`src/rtl/lockin_pkg.sv`:
```
// Shared definitions for the lock-in demodulator datapath: FSM encoding,
// harmonic-table constants and a width helper.
// Latency: n/a (package). Backpressure: n/a.
package lockin_pkg;

  // Sequencer states of the time-multiplexed demodulation engine.
  typedef enum logic [2:0] {
    S_IDLE  = 3'd0,
    S_ISSUE = 3'd1,
    S_WAIT  = 3'd2,
    S_MUL   = 3'd3,
    S_UPD   = 3'd4,
    S_DONE  = 3'd5
  } demod_state_t;

  // Width of one harmonic-table entry and the code that disables a channel.
  localparam int HARM_W = 4;
  localparam logic [HARM_W-1:0] HARM_OFF = 4'd0;

  // Ceiling log2, never below 1 so that single-entry selects still get a bit.
  function automatic int clog2(input int n);
    int r;
    r = 0;
    for (int v = n - 1; v > 0; v = v >> 1) begin
      r = r + 1;
    end
    if (r == 0) begin
      r = 1;
    end
    return r;
  endfunction

endpackage

```
`src/rtl/harmonic_demod_iir_step.sv`:
```
// One first-order IIR step: x_next = x + ((target - x) >>> tc).
// Latency: combinational. Backpressure: none.
// Ports: x (current state), target (new product), tc (shift), x_next (result).
module iir_step #(
  parameter int OW  = 32,
  parameter int TCW = 4
) (
  input  logic signed [OW-1:0]  x,
  input  logic signed [OW-1:0]  target,
  input  logic [TCW-1:0]        tc,
  output logic signed [OW-1:0]  x_next
);

  logic signed [OW:0] diff;
  logic signed [OW:0] step;
  logic signed [OW:0] sum;
  logic               unused_sum_msb;

  // The difference needs one extra bit; the sum is a convex combination of
  // x and target, so it always fits back into OW bits and the MSB is dropped.
  always_comb begin
    diff   = {target[OW-1], target} - {x[OW-1], x};
    step   = diff >>> tc;
    sum    = {x[OW-1], x} + step;
    x_next = sum[OW-1:0];
  end

  assign unused_sum_msb = sum[OW];

endmodule

```
`src/rtl/harmonic_demod.sv`:
```
// Multi-channel, multi-harmonic dual-phase demodulator: one multiplier pair
// and one IIR pair shared across NCH channels, each with its own harmonic.
// Latency: done at accept+1+sum(channel cycles); enabled channel LUT_LAT+3
// cycles, disabled channel 1 cycle.
// Backpressure: none; a sample_valid arriving while busy is dropped and
// latches the sticky overrun flag.
// Ports: CLK36/rst; sample/sample_valid/phase/tc from the ADC host;
// harm_wr/harm_ch/harm_val harmonic-table write; lut_phase out and
// lut_sin/lut_cos back from the shared lookup; busy/done/overrun status;
// rd_ch selects the registered I/Q read-back on rd_x/rd_y.
module harmonic_demod
  import lockin_pkg::*;
#(
  parameter int NCH     = 4,
  parameter int DW      = 16,
  parameter int PW      = 18,
  parameter int OW      = 32,
  parameter int LUT_LAT = 2,
  parameter int TCW     = 4
) (
  input  logic                   CLK36,
  input  logic                   rst,
  input  logic signed [DW-1:0]   sample,
  input  logic                   sample_valid,
  input  logic [PW-1:0]          phase,
  input  logic [TCW-1:0]         tc,
  input  logic                   harm_wr,
  input  logic [clog2(NCH)-1:0]  harm_ch,
  input  logic [HARM_W-1:0]      harm_val,
  output logic [PW-1:0]          lut_phase,
  input  logic signed [DW-1:0]   lut_sin,
  input  logic signed [DW-1:0]   lut_cos,
  output logic                   busy,
  output logic                   done,
  output logic                   overrun,
  input  logic [clog2(NCH)-1:0]  rd_ch,
  output logic signed [OW-1:0]   rd_x,
  output logic signed [OW-1:0]   rd_y
);

  localparam int CHW = clog2(NCH);
  localparam int WCW = clog2(LUT_LAT);

  if (OW < 2 * DW) begin : g_bad_ow
    $error("harmonic_demod: OW must be at least 2*DW");
  end

  demod_state_t state, state_n;

  // Sample context latched at accept.
  logic signed [DW-1:0]  sample_q;
  logic [PW-1:0]         phase_q;
  logic [TCW-1:0]        tc_q;

  // Channel sequencing.
  logic [CHW-1:0]        ch;
  logic [WCW-1:0]        wcnt;
  logic                  last_ch;
  logic [HARM_W-1:0]     harm_cur;
  logic [PW-1:0]         phase_mul;

  // Per-channel harmonic table and filter state.
  logic [HARM_W-1:0]     harm [NCH];
  logic signed [OW-1:0]  xs   [NCH];
  logic signed [OW-1:0]  ys   [NCH];

  // Multiplier outputs and IIR results.
  logic signed [2*DW-1:0] prod_s;
  logic signed [2*DW-1:0] prod_c;
  logic signed [OW-1:0]   px;
  logic signed [OW-1:0]   py;
  logic signed [OW-1:0]   x_next;
  logic signed [OW-1:0]   y_next;

  logic                  harm_ch_ok;
  logic                  rd_ok;

  assign harm_cur   = harm[ch];
  assign last_ch    = (ch == CHW'(NCH - 1));
  // Evaluated at PW bits, so the product wraps modulo 2^PW as a phase should.
  assign phase_mul  = phase_q * PW'(harm_cur);
  assign prod_s     = lut_sin * sample_q;
  assign prod_c     = lut_cos * sample_q;
  // One spare MSB keeps these compares meaningful when NCH is a power of two.
  assign harm_ch_ok = ({1'b0, harm_ch} < (CHW + 1)'(NCH));
  assign rd_ok      = ({1'b0, rd_ch} < (CHW + 1)'(NCH));

  iir_step #(.OW(OW), .TCW(TCW)) u_iir_x (
    .x      (xs[ch]),
    .target (px),
    .tc     (tc_q),
    .x_next (x_next)
  );

  iir_step #(.OW(OW), .TCW(TCW)) u_iir_y (
    .x      (ys[ch]),
    .target (py),
    .tc     (tc_q),
    .x_next (y_next)
  );

  // State register.
  always_ff @(posedge CLK36) begin
    if (rst) begin
      state <= S_IDLE;
    end else begin
      state <= state_n;
    end
  end

  // Next-state and status outputs.
  always_comb begin
    state_n = state;
    busy    = (state != S_IDLE);
    done    = 1'b0;
    case (state)
      S_IDLE: begin
        if (sample_valid) begin
          state_n = S_ISSUE;
        end
      end
      S_ISSUE: begin
        if (harm_cur == HARM_OFF) begin
          state_n = last_ch ? S_DONE : S_ISSUE;
        end else begin
          state_n = S_WAIT;
        end
      end
      S_WAIT: begin
        if (wcnt == WCW'(LUT_LAT - 1)) begin
          state_n = S_MUL;
        end
      end
      S_MUL: begin
        state_n = S_UPD;
      end
      S_UPD: begin
        state_n = last_ch ? S_DONE : S_ISSUE;
      end
      S_DONE: begin
        done    = 1'b1;
        state_n = S_IDLE;
      end
      default: begin
        state_n = S_IDLE;
      end
    endcase
  end

  // Datapath, harmonic table, filter arrays and read port.
  always_ff @(posedge CLK36) begin
    if (rst) begin
      sample_q  <= '0;
      phase_q   <= '0;
      tc_q      <= '0;
      ch        <= '0;
      wcnt      <= '0;
      lut_phase <= '0;
      px        <= '0;
      py        <= '0;
      overrun   <= 1'b0;
      rd_x      <= '0;
      rd_y      <= '0;
      for (int i = 0; i < NCH; i++) begin
        harm[i] <= (i + 1 > 15) ? HARM_W'(15) : HARM_W'(i + 1);
        xs[i]   <= '0;
        ys[i]   <= '0;
      end
    end else begin
      if (state == S_IDLE) begin
        if (sample_valid) begin
          sample_q <= sample;
          phase_q  <= phase;
          tc_q     <= tc;
          ch       <= '0;
        end
        // Table writes only land between samples so a running sample sees a
        // consistent harmonic set; a rewritten channel restarts from zero.
        if (harm_wr && harm_ch_ok) begin
          harm[harm_ch] <= harm_val;
          xs[harm_ch]   <= '0;
          ys[harm_ch]   <= '0;
        end
      end else if (sample_valid) begin
        overrun <= 1'b1;
      end

      case (state)
        S_ISSUE: begin
          wcnt <= '0;
          if (harm_cur == HARM_OFF) begin
            if (!last_ch) begin
              ch <= ch + CHW'(1);
            end
          end else begin
            lut_phase <= phase_mul;
          end
        end
        S_WAIT: begin
          wcnt <= wcnt + WCW'(1);
        end
        S_MUL: begin
          // Left-align the full product in the filter word.
          px <= OW'(prod_s) <<< (OW - 2 * DW);
          py <= OW'(prod_c) <<< (OW - 2 * DW);
        end
        S_UPD: begin
          xs[ch] <= x_next;
          ys[ch] <= y_next;
          if (!last_ch) begin
            ch <= ch + CHW'(1);
          end
        end
        default: begin
        end
      endcase

      // Bypass the array so a read of the channel being updated shows the
      // new value one cycle after UPD rather than two.
      if (!rd_ok) begin
        rd_x <= '0;
        rd_y <= '0;
      end else if ((state == S_UPD) && (ch == rd_ch)) begin
        rd_x <= x_next;
        rd_y <= y_next;
      end else begin
        rd_x <= xs[rd_ch];
        rd_y <= ys[rd_ch];
      end
    end
  end

endmodule

```
`config.mk`:
```
export PLATFORM = sky130hd
export DESIGN_NAME = harmonic_demod
export DESIGN_NICKNAME = d
export VERILOG_FILES = /design/src/rtl/lockin_pkg.sv /design/src/rtl/harmonic_demod_iir_step.sv /design/src/rtl/harmonic_demod.sv
export SDC_FILE = /design/constraint.sdc
export NUM_CORES = 2
export LEC_CHECK = 0
export ABC_AREA = 0
export CAP_MARGIN = 20
export CORE_ASPECT_RATIO = 0.6
export CORE_MARGIN = 5
export CORE_UTILIZATION = 53
export CTS_CLUSTER_SIZE = 12
export DETAILED_ROUTE_END_ITERATION = 8
export PLACE_DENSITY = 0.68
export SYNTH_ARGS = -nofsm -noshare
export SYNTH_HDL_FRONTEND = slang
export SYNTH_SLANG_ARGS = --single-unit
```
`constraint.sdc`:
```
create_clock -name CLK36 -period 19.6 [get_ports CLK36]
set_clock_uncertainty 0.2 [all_clocks]
set_input_delay 3.92 -clock CLK36 [delete_from_list [all_inputs] [get_ports CLK36]]
set_output_delay 3.92 -clock CLK36 [all_outputs]
set_load 0.05 [all_outputs]
```
==> flow_metrics.py <==
metrics = {
    "worst_setup_path": {
        "critPathMaxFanout": 16,
        "worst_setup_slack_for_register_to_register_paths_ps": 9960,
        "cp-startpoint": "lut_sin[15]",
        "cp.required_ps": 19930,
        "cell_family_with_the_largest_share_of_critical_path_delay": "adder cells",
        "worstSetupPathDepth": 23,
        "r2r_start": "ch[0]",
        "critPathLaunchType": "primary input",
        "timing.critical_path.slowest_cell_delay_ps": 800,
        "crit_path_end_kind": "flip-flop",
        "critPathArrivalTime_ps": 11200,
        "critPathSlowestCell": "sky130_fd_sc_hd__clkdlybuf4s50_1",
        "cp-endpoint": "px[30]",
        "timing.critical_path.buf_inv": 4,
        "critical_register_to_register_path_endpoint": "xs[2][30]",
        "crit_type": "in2reg",
        "reg2reg_depth": 26,
        "path_cells": "clkdlybuf4s50_1 > nand2_1 > inv_1 > fa_1 > fa_1 > fa_1 > fa_1 > fa_1 > inv_1 > fa_1 > inv_1 > ha_1 > a21o_1 > a21o_1 > a21oi_1 > o21ai_0 > nor3_1 > a21o_1 > o21ai_0 > o211ai_1 > nor4b_1 > a31oi_1 > o31ai_1",
        "worst_path_most_repeated_cell": "sky130_fd_sc_hd__fa_1",
    },
    "pwr": {
        "worst_ir_drop_vdd_v": 0.00007166,
        "share_clk_of_total_power_pct": 20.5,
        "cell_int_power_mw": 2.932,
        "p_seq_share_pct": 26.8,
        "pwr_density_cell_mw_per_mm2": 89.66,
        "totalPowerFinal_mw": 5.076,
        "power_switching_share_pct": 42.23,
        "pwr-share-comb_pct": 52.7,
        "power.switching_mw": 2.144,
        "cellLeakagePower_nw": 25.77,
    },
    "clock_network": {
        "clock_sink_count": 528,
        "tritoncts": "yes",
        "cts_max_level": 2,
        "tritoncts_buffers": 56,
        "post_cts_hold_buffer_count": 0,
        "number_of_buffers_inserted_to_repair_setup_after_cts": 0,
        "insertion_delay_ps": 650,
        "post_cts.resized_instances": 0,
        "clockRootBuffer": "sky130_fd_sc_hd__clkbuf_16",
        "clockBufferDepth": 3,
        "cts.reportedPaths.clkPinSlew_ps": 60,
    },
    "yosys": {
        "netlist.top_cell.by_area": "sky130_fd_sc_hd__fa_1",
        "netlist_top_cells_area": "sky130_fd_sc_hd__fa_1 21%, sky130_fd_sc_hd__edfxtp_1 16%, sky130_fd_sc_hd__dfxtp_1 9.8%, sky130_fd_sc_hd__ha_1 7.6%, sky130_fd_sc_hd__mux4_2 6.4%",
        "synth.yosys.seq_area_share_pct": 25.43,
        "ys_async_sr_fraction_pct": 0,
        "syn-mean-instance-area_sq_um": 9.629,
        "synth.distinct_cells": 109,
        "synth_enable_flop_cells": 272,
        "syn_inst": 5428,
        "synth_ff_type": "sky130_fd_sc_hd__edfxtp_1",
        "number_of_nets_in_the_synthesized_netlist": 6386,
        "synth.ff_latch_count": 528,
        "yosys_warnings": 0,
        "netlist_area_sq_mm": 0.05227,
        "synth_top_cell_area_share_pct": 21.33,
    },
    "timing": {
        "finalMaxSlewViolations": 0,
        "period_share_pct": 55.45,
        "min_period_ps": 10870,
        "max_clock_freq_mhz": 92.01,
        "grt_setup_unrepaired": "false",
        "slew_headroom_pct": 21.73,
        "worst_pin_slew_ps": 1174,
        "finalHoldViolCount": 0,
        "final.setup.tns_ps": 0,
        "timing.final.setup_violations": 0,
        "final.hold.worst_slack_ps": 253.1,
    },
    "finish": {
        "finalCoreUtilization_pct": 57.70,
        "drive_above_1_share_pct": 7.801,
        "finalNetCount": 6387,
        "areaGrowthSynthToFinish_pct": 8.312,
    },
    "floorplanning": {
        "core_region_area_sq_mm": 0.09811,
        "floorplan.initialDensity_pct": 53.27,
        "die-area_sq_mm": 0.1052,
        "floorplan.rows": 89,
        "die_height_um": 253.2,
        "io_pins": 167,
        "die_w_um": 415.4,
    },
    "hold_path": {
        "type_of_the_most_critical_hold_path": "reg2reg",
    },
    "global_routing": {
        "first_pass_grt_wire_length_mm": 221.9,
        "grt_antenna_before_repair": 3,
        "congestion_overflow_gr": 0,
        "largest_net_degree_at_the_start_of_global_routing": 75,
        "gr-usage-all-layers_pct": 26.50,
        "grt_pass1_vias": 39730,
    },
    "placed_design": {
        "port_buffers": 166,
        "finalWeightedCongestion": 0.9273,
        "place.detailed.hpwl_mm": 102.7,
    },
    "routing": {
        "avgRoutedWirePerCell_um": 20.29,
        "totalWireLength_mm": 137.9,
        "drt_pass1_iterations": 6,
        "drtAntennaViolNets": 0,
        "routed_via_density": 5.734,
        "detailroute.via_count": 38960,
        "first_iter_violations": 3440,
        "drc": 0,
    },
    "outcome": {
        "run_status": "finished, final reports clean",
    },
    "flow_run": {
        "cap_viol_max_count": 0,
    },
}
==> cell usage after synthesis (all sizes together) (59+ instances only) <==
cell type	number
inv	768
nand2	627
fa	557
nor2	424
a21oi	320
ha	319
and2	295
edfxtp	272
dfxtp	256
clkbuf	219
mux4	149
xnor2	141
o21ai	109
a21o	100
nor2b	81
mux2	80
mux2i	72
xor2	59
==> metal layers <==
layer | track usage, % | vias up | part of all wire, %
met5 | 0 | - | 0
met4 | 6.842 | 0 | 2.7
met3 | 4.146 | 197 | 8.0
met2 | 42.11 | 1482 | 45
met1 | 38.31 | 19350 | 45
li1 | - | 17940 | -
==> worst reg2reg max path, cell delays in order (launching register included) <==
cell	delay (ps)
sky130_fd_sc_hd__dfxtp_4	710
sky130_fd_sc_hd__buf_4	690
sky130_fd_sc_hd__mux4_2	670
sky130_fd_sc_hd__ha_1	230
sky130_fd_sc_hd__fa_1	450
sky130_fd_sc_hd__nand2b_1	200
sky130_fd_sc_hd__a21oi_1	260
sky130_fd_sc_hd__o22a_1	310
sky130_fd_sc_hd__and3_1	400
sky130_fd_sc_hd__o31ai_4	150
sky130_fd_sc_hd__o21ai_1	180
sky130_fd_sc_hd__xor2_1	380
sky130_fd_sc_hd__inv_1	110
sky130_fd_sc_hd__a211oi_1	620
sky130_fd_sc_hd__nor2_1	90
sky130_fd_sc_hd__nor3_1	560
sky130_fd_sc_hd__ha_1	410
sky130_fd_sc_hd__a21o_1	210
sky130_fd_sc_hd__a21o_1	190
sky130_fd_sc_hd__a21oi_1	190
sky130_fd_sc_hd__or3b_2	460
sky130_fd_sc_hd__o21ai_1	460
sky130_fd_sc_hd__o21ai_1	160
sky130_fd_sc_hd__a2111oi_0	470
sky130_fd_sc_hd__nor3_1	130
sky130_fd_sc_hd__xnor2_1	370
sky130_fd_sc_hd__nor2_1	90
==> power groups by stage <==
stage               registers, mW  logic, mW  clock network, mW
floorplan                    1.36       1.98                  0
global placement             1.38       2.60                  0
detailed placement           1.39       2.64                  0
CTS                          1.36       2.66               1.06
global route                 1.38       2.99               1.11
finish                       1.36       2.67               1.04
==> area by class of cell <==
cell class                      instances  area, sq um
Timing Repair Buffer                  210         2003
Fill cell                            8538        41500
Tap cell                             1319         1650
Clock inverter                         15        166.4
Antenna cell                            2        5.005
Multi-Input combinational cell       3862        35010
Clock buffer                           88         1572
Sequential cell                       528        13310
Inverter                              771         2894
==> layout by cell type (no fill, tap or decap), types with 29 or more instances in the layout <==
| master | synthesis | final |
|---|---|---|
| sky130_fd_sc_hd__inv_1 | 766 | 766 |
| sky130_fd_sc_hd__nand2_1 | 627 | 623 |
| sky130_fd_sc_hd__fa_1 | 557 | 557 |
| sky130_fd_sc_hd__nor2_1 | 424 | 424 |
| sky130_fd_sc_hd__a21oi_1 | 319 | 319 |
| sky130_fd_sc_hd__ha_1 | 319 | 319 |
| sky130_fd_sc_hd__and2_1 | 295 | 293 |
| sky130_fd_sc_hd__edfxtp_1 | 272 | 272 |
| sky130_fd_sc_hd__dfxtp_1 | 256 | 246 |
| sky130_fd_sc_hd__clkdlybuf4s50_1 | 0 | 163 |
| sky130_fd_sc_hd__mux4_2 | 149 | 149 |
| sky130_fd_sc_hd__xnor2_1 | 140 | 140 |
| sky130_fd_sc_hd__a21o_1 | 100 | 100 |
| sky130_fd_sc_hd__nor2b_1 | 81 | 81 |
| sky130_fd_sc_hd__mux2_2 | 79 | 79 |
| sky130_fd_sc_hd__o21ai_0 | 72 | 72 |
| sky130_fd_sc_hd__mux2i_1 | 72 | 72 |
| sky130_fd_sc_hd__xor2_1 | 59 | 59 |
| sky130_fd_sc_hd__clkbuf_16 | 0 | 57 |
| sky130_fd_sc_hd__nor3_1 | 57 | 54 |
| sky130_fd_sc_hd__a211oi_1 | 48 | 48 |
| sky130_fd_sc_hd__buf_4 | 2 | 44 |
| sky130_fd_sc_hd__nand2b_1 | 43 | 39 |
| sky130_fd_sc_hd__nand3_1 | 37 | 37 |
| sky130_fd_sc_hd__o21ai_1 | 35 | 35 |
| sky130_fd_sc_hd__o21a_1 | 29 | 29 |
==> per-stage QoR <==
stage	area [sq um]	setup slack, ps	std cells
finish	56610	8731	6795
global route	56600	8439	6793
CTS	56580	8877	6792
detailed placement	54840	8204	6689
global placement	54840	8283	6689
floorplan	52270	9358	5428
==> worst min-delay path by stage <==
stage	startpoint	endpoint	slack [ps]	depth (start not counted)
global route	lut_phase[3]	lut_phase[3]	270	2
detailed placement	lut_phase[3]	lut_phase[3]	250	2
finish	lut_phase[3]	lut_phase[3]	250	2
global placement	lut_phase[12]	lut_phase[12]	240	2
CTS	lut_phase[12]	lut_phase[12]	250	2
floorplan	py[31]	py[31]	230	2
==> cell families (layout without fill, tap and decap cells) <==
group	after synthesis	after routing	synth area share [%]
AO/OA/AOI/OAI	805	805	9.971
XOR/XNOR	202	202	3.452
adder cells (fa/ha/maj)	876	876	28.97
buffers and inverters	1038	1084	7.689
flip-flops	528	528	25.43
multiplexers	301	301	9.523
other	0	2	0
AND/OR/NAND/NOR	1678	1678	14.96
Note: power is estimated with default switching activity, not from simulation.
